==> src/rtl/pe_nic.sv <==
// Network interface between a processing element and the router PE port.
// Processor sees one ejection buffer, one injection buffer and their status bits.
module pe_nic #(
    parameter int DATA_WIDTH = 64,
    parameter int ADDR_WIDTH = 2
) (
    input  logic                  clk,
    input  logic                  reset,
    input  logic [ADDR_WIDTH-1:0] addr,
    input  logic [DATA_WIDTH-1:0] d_in,
    output logic [DATA_WIDTH-1:0] d_out,
    input  logic                  nicEn,
    input  logic                  nicWrEn,
    output logic                  net_so,
    output logic [DATA_WIDTH-1:0] net_do,
    input  logic                  net_ro,
    input  logic                  net_si,
    input  logic [DATA_WIDTH-1:0] net_di,
    output logic                  net_ri,
    input  logic                  net_polarity
);

    typedef enum logic {
        EMPTY = 1'b0,
        FULL  = 1'b1
    } buf_state_t;

    localparam logic [ADDR_WIDTH-1:0] ADDR_IN_BUF   = ADDR_WIDTH'(0);
    localparam logic [ADDR_WIDTH-1:0] ADDR_IN_STAT  = ADDR_WIDTH'(1);
    localparam logic [ADDR_WIDTH-1:0] ADDR_OUT_BUF  = ADDR_WIDTH'(2);
    localparam logic [ADDR_WIDTH-1:0] ADDR_OUT_STAT = ADDR_WIDTH'(3);

    buf_state_t            in_state;
    buf_state_t            out_state;
    logic [DATA_WIDTH-1:0] in_buf;
    logic [DATA_WIDTH-1:0] out_buf;
    logic                  rd_en;
    logic                  wr_en;
    logic                  in_full;
    logic                  out_full;

    assign rd_en    = nicEn & ~nicWrEn;
    assign wr_en    = nicEn & nicWrEn;
    assign in_full  = (in_state == FULL);
    assign out_full = (out_state == FULL);

    assign net_ri = ~in_full;
    assign net_do = out_buf;
    // A packet may only leave while the router is on its VC's phase.
    assign net_so = out_full & (out_buf[DATA_WIDTH-1] == net_polarity);

    always_ff @(posedge clk) begin
        if (!reset) begin
            in_state  <= EMPTY;
            out_state <= EMPTY;
            in_buf    <= '0;
            out_buf   <= '0;
            d_out     <= '0;
        end else begin
            case (in_state)
                EMPTY: if (net_si) begin
                    in_buf   <= net_di;
                    in_state <= FULL;
                end
                FULL: if (rd_en && addr == ADDR_IN_BUF) in_state <= EMPTY;
                default: in_state <= EMPTY;
            endcase

            // A write that lands on the transfer edge still sees FULL and is dropped.
            case (out_state)
                EMPTY: if (wr_en && addr == ADDR_OUT_BUF) begin
                    out_buf   <= d_in;
                    out_state <= FULL;
                end
                FULL: if (net_so && net_ro) out_state <= EMPTY;
                default: out_state <= EMPTY;
            endcase

            if (rd_en) begin
                case (addr)
                    ADDR_IN_BUF:   d_out <= in_buf;
                    ADDR_IN_STAT:  d_out <= {{(DATA_WIDTH-1){1'b0}}, in_full};
                    ADDR_OUT_STAT: d_out <= {{(DATA_WIDTH-1){1'b0}}, out_full};
                    default:       d_out <= d_out;
                endcase
            end
        end
    end

endmodule

==> config.mk <==
export PLATFORM = sky130hd
export DESIGN_NAME = pe_nic
export DESIGN_NICKNAME = d
export VERILOG_FILES = /design/src/rtl/pe_nic.sv
export SDC_FILE = /design/constraint.sdc
export NUM_CORES = 1
export LEC_CHECK = 0
export ABC_AREA = 1
export CORE_MARGIN = 3
export CORE_UTILIZATION = 35
export CTS_CLUSTER_DIAMETER = 100
export DETAILED_ROUTE_END_ITERATION = 8
export GPL_ROUTABILITY_DRIVEN = 0
export PLACE_DENSITY = 0.74
export SETUP_SLACK_MARGIN = 0.3
export SKIP_CTS_REPAIR_TIMING = 1
export SLEW_MARGIN = 10
export SYNTH_ARGS = -nofsm -noshare
export SYNTH_HDL_FRONTEND = slang
export SYNTH_SLANG_ARGS = --single-unit
==> constraint.sdc <==
create_clock -name clk -period 1.6 [get_ports clk]
set_clock_uncertainty 0.05 [all_clocks]
set_input_delay 0.48 -clock clk [delete_from_list [all_inputs] [get_ports clk]]
set_output_delay 0.48 -clock clk [all_outputs]
set_load 0.02 [all_outputs]
==> impl.org, run 1 <==
** Outcome
- The run finished, with violations left.
- Violations in the final reports :: negative setup slack

** STA
- The number of max-slew violations in the final report is 0.
- After routing, the total negative slack on setup checks comes to -69.63 ps.
- Final worst-path setup slack :: -69.63 ps
- Measured against its own limit, the worst slew margin works out to 81.30%.
- Peak Freq :: 598.9 MHz
- Final Hold Viols :: 0
- Time the final worst path needs with I/O delays and setup :: 1670 ps
- At the pin with the least slew margin, the transition time is 280.6 ps.
- Min Hold Slack :: 369.6 ps
- The worst path uses 104.4% of the clock period.
- Setup violations remaining at the end of the flow were counted as 1.
- Setup repair after global routing could not meet its margin everywhere.

** Finish
- The post-route netlist has 35.56% of its cells at a drive strength greater than 1.
- Cells fill 61.89% of the core in the end.
- Post-route non-filler standard cell count :: 1,567
- Compared with the post-synthesis result, the final layout area differs by 70.39%.
- Antenna fix cells :: 0
- # nets final :: 1,426
- After filler insertion, the fill cell instance count of the layout stands at 1,617.

** Place
- Post-place setup slack :: -756.7 ps
- Detailed placement finished with a half-perimeter wire length of 14,550 um.
- Input and output buffers added on the ports amount to 266.
- Once placement completed, the tool counted placed cells totaling 1,499.

** Die
- The floorplan step set the die height to 149.5 um.
- Die Outline Area :: 22,350 um^2
- I/O pin count :: 267
- Initial Utilization :: 36.32%
- The total area inside the core boundary comes to 19,850 um^2.
- Die extent in x :: 149.5 um
- The initialized floorplan defines 51 standard-cell rows.

** Global route
- Pin count of the biggest net entering global routing :: 55
- Global routing consumed, over all layers together, 18.31% of the routing resources.
- The first global-routing pass estimated 33,020 um of wire.
- Vias in the first global route :: 6,565
- Aggregate global routing overflow :: 0
- The number of antenna violations at the first check in global routing is 0.

** Run
- Max-capacitance violation count :: 0

** Synthesis
- By instance count, the leading cell after synthesis is nor2_1.
- Number of flops mapped to enable cells by yosys :: 0
- Synthesis inferred 194 register bits.
- The mapped netlist covers 7208 um^2.
- Main flop type after synthesis :: dfxtp_1
- For this run, the number of Yosys warnings is 0.
- Ys async rst share :: 0%
- In this run the mean area of a mapped cell was 7.208 um^2.
- Library cells used by synthesis :: 14
- By area the synthesized netlist is led by dfxtp_1 54%, nor2_1 14%, nand2_1 11%, a21oi_1 4.5%, nand3_1 4.5%.
- In the synthesized netlist, the number of instances is 1,000.
- Area share of the largest cell type after synthesis :: 53.88%
- Net count after synthesis :: 1,137
- Leading area contributor after synthesis :: dfxtp_1
- Sorting the synthesized cells by how often they occur yields 264 x nor2_1, 203 x nand2_1, 194 x dfxtp_1.
- Share of synthesized area occupied by flip-flops and latches :: 53.88%

** Setup path
- At the worst endpoint, the arrival time is 1140 ps.
- Data on the critical path is required at its endpoint by 1070 ps.
- CP Class :: reg2out
- The worst setup path is launched from a flop.
- STA classifies the critical path endpoint as an output port.
- Along the worst path, the maximum fanout reaches 4.

** Pwr
- The analysis attributes to cell leakage a power of 5.425 nW.
- VDD IR-drop max :: 678.3 uV
- For this design the ratio of total power to cell area is 889.8 nW/um^2.

** Clock tree
- Clock Sink Count :: 194
- The H-tree generated during clock tree synthesis spans 4 levels.
- Counting along the longest clock path gives a buffer depth of 2.
- CTS placed an instance of clkbuf_16 at the clock tree root.
- TritonCTS clock tree :: built
- Clock-pin slew was measured on the worst setup and hold paths at 80 ps.
- Worst-skew pair later-pin latency :: 420 ps
- CTS buffer count :: 17

** Drt
- Iteration-0 DRC count of the detailed router :: 244
- In the routed layout, each cell is associated on average with a via count of 4.793.
- Before antenna repair, the detailed router went through 4 iterations.
- Count of antenna-violating nets left after detailed routing :: 0
- Total wire length after detailed routing :: 24,290 um
- After detailed routing, the number of remaining DRC violations is 0.
- Across all layers, the routed design uses 7,511 vias.
- Drt wl/cell :: 15.50 um

** Min path
- The path class of the tightest hold or removal check is in2reg.
[cells in the final DEF, fill, tap and decap left out, drive strengths merged]
cell and instances:
nor2 265, a21oi 65, dfxtp 194, clkinv 5, nand3 65, dlymetal6s2s 7
inv 81, clkdlybuf4s50 129, buf 188, o21ai 66, nand2 203, clkbuf 32
clkinvlp 2
[stage by stage]
| step | total power, mW | area [um^2] |
|---|---|---|
| 2_1_floorplan | 5.897 | 7238 |
| 3_3_place_gp | 6.625 | 10380 |
| 3_5_place_dp | 6.643 | 10380 |
| 4_1_cts | 10.79 | 10950 |
| 5_1_grt | 11.40 | 12280 |
| 6_report | 10.93 | 12280 |
[metal layers]
layer | vias up | wire length, um | track usage [%] | share of wire, %
li1 | 3677 | - | - | -
met4 | 0 | 514 | 6.224 | 2.1
met1 | 3526 | 10010 | 22.75 | 41
met3 | 35 | 2026 | 6.057 | 8.3
met5 | - | 0 | 0 | 0
met2 | 273 | 11740 | 29.93 | 48
[worst paths after layout]
check	start	to	slack, ps	cells past startpoint
hold / removal	reset	in_buf[46]$_SDFFE_PN0P_	370	3
hold reg to reg	d_out[6]$_SDFFE_PN0P_	d_out[6]$_SDFFE_PN0P_	410	2
setup / recovery	net_do[63]$_SDFFE_PN0P_	net_so	-70	5
setup reg to reg	out_full$_SDFF_PN0_	net_do[21]$_SDFFE_PN0P_	170	9
[area by class of cell]
| cell class | instances | area, um^2 | share of cell area [%] |
|---|---|---|---|
| Clock buffer | 19 | 452.9 | 3.688 |
| Clock inverter | 13 | 117.6 | 0.9576 |
| Inverter | 75 | 291.5 | 2.374 |
| Multi-Input combinational cell | 664 | 3142 | 25.58 |
| Sequential cell | 194 | 4051 | 32.99 |
| Tap cell | 265 | 331.6 | 2.700 |
| Timing Repair Buffer | 337 | 3895 | 31.71 |
[power by group]
part,internal [mW],switching (mW)
Sequential,5.05,0.126
Combinational,0.810,0.780
Clock,2.14,2.02
Total,8.00,2.93
[logic make-up after synthesis]
group           count (synthesis)  synth area share (%)
compound gates                131                 9.096
buf+inv                       142                 8.106
flops                         194                 53.88
simple gates                  533                 28.92
[sequential cells by signal, indices dropped and copies added, names as in the netlist]
name,cells
in_full,1
in_buf,64
d_out,64
net_do,64
out_full,1
[critical path, stage by stage (launching register included)]
cell and delay (ps):
dfxtp_4 380, inv_2 40, nand2_2 60, nand2_2 60
nor2_4 70, buf_6 110
(Power assumes the default switching activity.)
==> inputs of run 2 (changes only) <==
--- a/config.mk
+++ b/config.mk
@@ -6,6 +6,7 @@
 export NUM_CORES = 1
 export LEC_CHECK = 0
 export ABC_AREA = 1
+export CAP_MARGIN = 20
 export CORE_MARGIN = 3
 export CORE_UTILIZATION = 35
 export CTS_CLUSTER_DIAMETER = 100
==> results of run 2 <==
The final DEF is identical to that of run 1; final timing and power are the same.
==> inputs of run 3 (changes only) <==
--- a/config.mk
+++ b/config.mk
@@ -5,14 +5,13 @@
 export SDC_FILE = /design/constraint.sdc
 export NUM_CORES = 1
 export LEC_CHECK = 0
-export ABC_AREA = 1
 export CAP_MARGIN = 20
 export CORE_MARGIN = 3
 export CORE_UTILIZATION = 35
 export CTS_CLUSTER_DIAMETER = 100
 export DETAILED_ROUTE_END_ITERATION = 8
 export GPL_ROUTABILITY_DRIVEN = 0
-export PLACE_DENSITY = 0.74
+export PLACE_DENSITY = 0.73
 export SETUP_SLACK_MARGIN = 0.3
 export SKIP_CTS_REPAIR_TIMING = 1
 export SLEW_MARGIN = 10
==> impl.org, run 3 <==
** Clock tree
- CTS buffer count :: 17
- Library cell used as clock root buffer :: clkbuf_16
- The clock drives 194 sinks.
- Clock-pin slew was measured on the worst setup and hold paths at 70 ps.
- Worst-skew pair later-pin latency :: 420 ps
- TritonCTS built the clock tree.
- Maximum number of buffers from clock root to sink :: 2
- The clock tree synthesis step divided the H-tree into 4 levels.

** Drt
- Count of antenna-violating nets left after detailed routing :: 0
- Vias per Instance :: 4.754
- After detailed routing, the number of remaining DRC violations is 0.
- The final layout contains routed wiring with a total length of 23,560 um.
- Drt wl/cell :: 16.51 um
- Total via count after detailed routing :: 6,784
- Number of detailed-routing iterations run before antenna repair :: 4
- Iteration-0 DRC count of the detailed router :: 300

** Synthesis
- Net count after synthesis :: 994
- Library cells used by synthesis :: 24
- Area contributors post-synth :: dfxtp_1 52%, nand2_1 16%, a21boi_0 9.7%, mux2i_1 8.7%, o21ai_0 4.3%
- Total standard cell area after synthesis :: 7478 um^2
- Avg Synthesized Cell Area :: 8.726 um^2
- Main flop type after synthesis :: dfxtp_1
- Share of synthesized area occupied by flip-flops and latches :: 51.93%
- Synthesized flop and latch total :: 194
- Synthesis produced 857 cells.
- Synthesis Warnings :: 0
- Leading area contributor after synthesis :: dfxtp_1
- In the synthesized netlist the async set-or-reset flop fraction comes to 0%.
- After synthesis, the most frequently instantiated cells are 320 x nand2_1, 194 x dfxtp_1, 97 x a21boi_0.
- Of the post-synthesis cell area, the dominant cell type holds 51.93%.
- By instance count, the leading cell after synthesis is nand2_1.
- In this run, synthesis inferred 0 flip-flops with an integrated enable.

** Min path
- Hold endpoint :: net_do[39]$_SDFFE_PN0P_
- The worst hold path was traced through 3 stages.
- The startpoint identified for the worst hold timing path is reset.
- The min-delay analysis places its worst path in the category in2reg.

** Global route
- The first global-routing pass estimated 33,440 um of wire.
- Entering global routing, the biggest net connects 66 pins.
- For this run the aggregate overflow at the end of global routing stands at 0.
- The via count of the first global-routing pass is 6,253.
- Number of antenna violations at the first check in global routing :: 2
- Global routing consumed, over all layers together, 17.71% of the routing resources.

** Pwr
- Fraction of power consumed by the clock network :: 41.6%
- In this run, the combinational gates consume 12.1% of the power.
- Net switching power figure :: 2.617 mW
- Sw Share :: 23.95%
- Internal power of the cells :: 8.309 mW
- Sequential power share :: 46.3%
- Across the VDD grid, the largest voltage drop is 657.0 uV.
- Power spread over the standard cell area amounts to 896.4 nW/um^2.
- Leakage dissipation :: 4.787 nW

** Setup path
- Required arrival time at the worst endpoint :: 1070 ps
- STA classifies the critical path endpoint as an output port.
- Traced cell by cell, the critical path runs through xnor2_4 -> and2_4 -> buf_6.
- Beginning of the worst register-to-register path :: out_full$_SDFF_PN0_
- CP Class :: reg2out
- Reg2Reg Depth :: 5
- In this run the critical register-to-register path is captured at net_do[54]$_SDFFE_PN0P_.
- Broken down by cell family, the worst path's largest delay share belongs to flip-flops.
- R2r setup slk :: 90 ps
- In this design, the stage delay of the slowest critical-path cell is 370 ps.
- Signal arrival time at the worst endpoint :: 1220 ps
- CP Max Fanout :: 3
- Counting both buffers and inverters, the worst setup path holds a total of 1.
- The slowest stage of the critical path is the dfxtp_4 cell.
- Critical path startpoint category :: flop

** Place
- Buffers placed on the I/O ports in this run total 266.
- Detailed Place HPWL :: 14,750 um
- Post-place setup slack :: -859.4 ps

** Outcome
- The run finished, with violations left.
- Violations in the final reports :: negative setup slack

** Die
- Die extent in x :: 152.2 um
- Initial Utilization :: 36.26%
- Floorplan Core Area :: 20,620 um^2
- DIE HEIGHT :: 152.2 um
- The die covers 23,160 um^2.
- The initialized floorplan defines 52 standard-cell rows.
- For this design the top-level I/O count stands at 267.

** STA
- Final Hold Viols :: 0
- Peak Freq :: 572.1 MHz
- Worst-margin pin slew :: 406.8 ps
- Final worst-path setup slack :: -148.0 ps
- Final setup violation count :: 1
- Setup repair after global routing could not meet its margin everywhere.
- Final period utilization :: 109.2%
- The worst pin sits at a relative slew slack of 72.88%.
- Time the final worst path needs with I/O delays and setup :: 1748 ps
- The number of max-slew violations in the final report was 0.

** Finish
- From synthesis to final layout, the design area changed by 62.97%.
- Final-layout fill cell count :: 1,758
- Commonest cells after routing, fill and taps aside :: 317 x nand2_1, 140 x buf_6, 129 x clkdlybuf4s50_1, 128 x dfxtp_2, 75 x a21boi_1
- At the end of the flow the core is filled with cells to 59.09%.
- Of the cells placed in the final design, the portion with a size suffix greater than 1 is 33.13%.
- For this run, the post-layout net count is 1,280.
- The library cell used most frequently in the layout, excluding fill and tap cells, is nand2_1.

** Run
- The tool flagged a number of max-cap violations equal to 0.
-- run 3: changes by cell type after synthesis, moves of 3 or more --
cell / delta
buf_2: -18
nand3_1: -65
mux2i_1: +65
buf_8: +5
nor2_1: -263
nand2_1: +117
a21oi_1: -65
inv_2: -3
o21ai_0: +6
clkbuf_1: +16
o21ai_1: -8
inv_1: -71
a21boi_0: +97
a21boi_1: +31
-- run 3: cell families after synthesis --
kind of cell,after synthesis,synth area share [%]
flops,194,51.93
mux,65,8.700
xor+xnor,1,0.1171
buf+inv,73,4.852
compound gates,196,17.58
simple gates,328,16.81
-- run 3: worst reg2reg max path, cell delays in order, from the launching register on --
cell and delay, ps:
dfxtp_2 330, buf_6 120, and4b_4 420, buf_12 160, clkbuf_16 160, mux2i_1 200
-- run 3: final cells by class --
cell class / count / area [um^2] / area share (%)
diodes: 1 / 2.502 / 0.02053
multi-input cells: 590 / 3318 / 27.23
flip-flops and latches: 194 / 4051 / 33.24
clock inverters: 13 / 172.7 / 1.417
inverters: 1 / 3.754 / 0.03080
repair buffers: 339 / 3849 / 31.58
well taps: 270 / 337.8 / 2.772
clock buffers: 19 / 452.9 / 3.716
-- run 3: power groups by stage --
stage | combinational [mW] | clock [mW] | sequential (mW)
3_3_place_gp | 1.14 | 0 | 5.15
2_1_floorplan | 0.486 | 0 | 5.20
5_1_grt | 1.42 | 4.83 | 5.08
6_report | 1.32 | 4.54 | 5.06
4_1_cts | 1.16 | 4.66 | 5.05
3_5_place_dp | 1.15 | 0 | 5.16
-- run 3: worst max-delay path by stage --
stage | from | end | slack, ps | cells after the start
floorplan | addr[1] | out_full$_SDFF_PN0_ | 130 | 6
CTS | net_polarity | net_so | -870 | 4
finish | net_do[63]$_SDFFE_PN0P_ | net_so | -150 | 3
global placement | net_polarity | net_so | -860 | 4
detailed placement | net_polarity | net_so | -860 | 4
global route | net_do[63]$_SDFFE_PN0P_ | net_so | -190 | 3
-- run 3: routing by layer --
metal | global-route usage [%] | part of all wire [%] | vias up | routed length, um
met5 | 0 | 0.038 | - | 9
met4 | 7.962 | 3.4 | 2 | 791
met3 | 4.005 | 4.6 | 44 | 1079
met2 | 29.00 | 47 | 169 | 11170
met1 | 22.38 | 45 | 3193 | 10520
li1 | - | - | 3376 | -
-- run 3: metrics by stage --
stage	cell area, um^2	setup TNS [ps]	std cells	power, mW	hold WS (ps)
after floorplan	7644	0	857	5.691	381.0
after CTS	11180	-49660	1385	10.86	340.1
after detailed placement	10560	-73900	1353	6.309	392.7
after global routing	12190	-207.2	1427	11.33	347.5
after global placement	10560	-68930	1353	6.294	384.8
final	12190	-148.0	1427	10.93	356.8
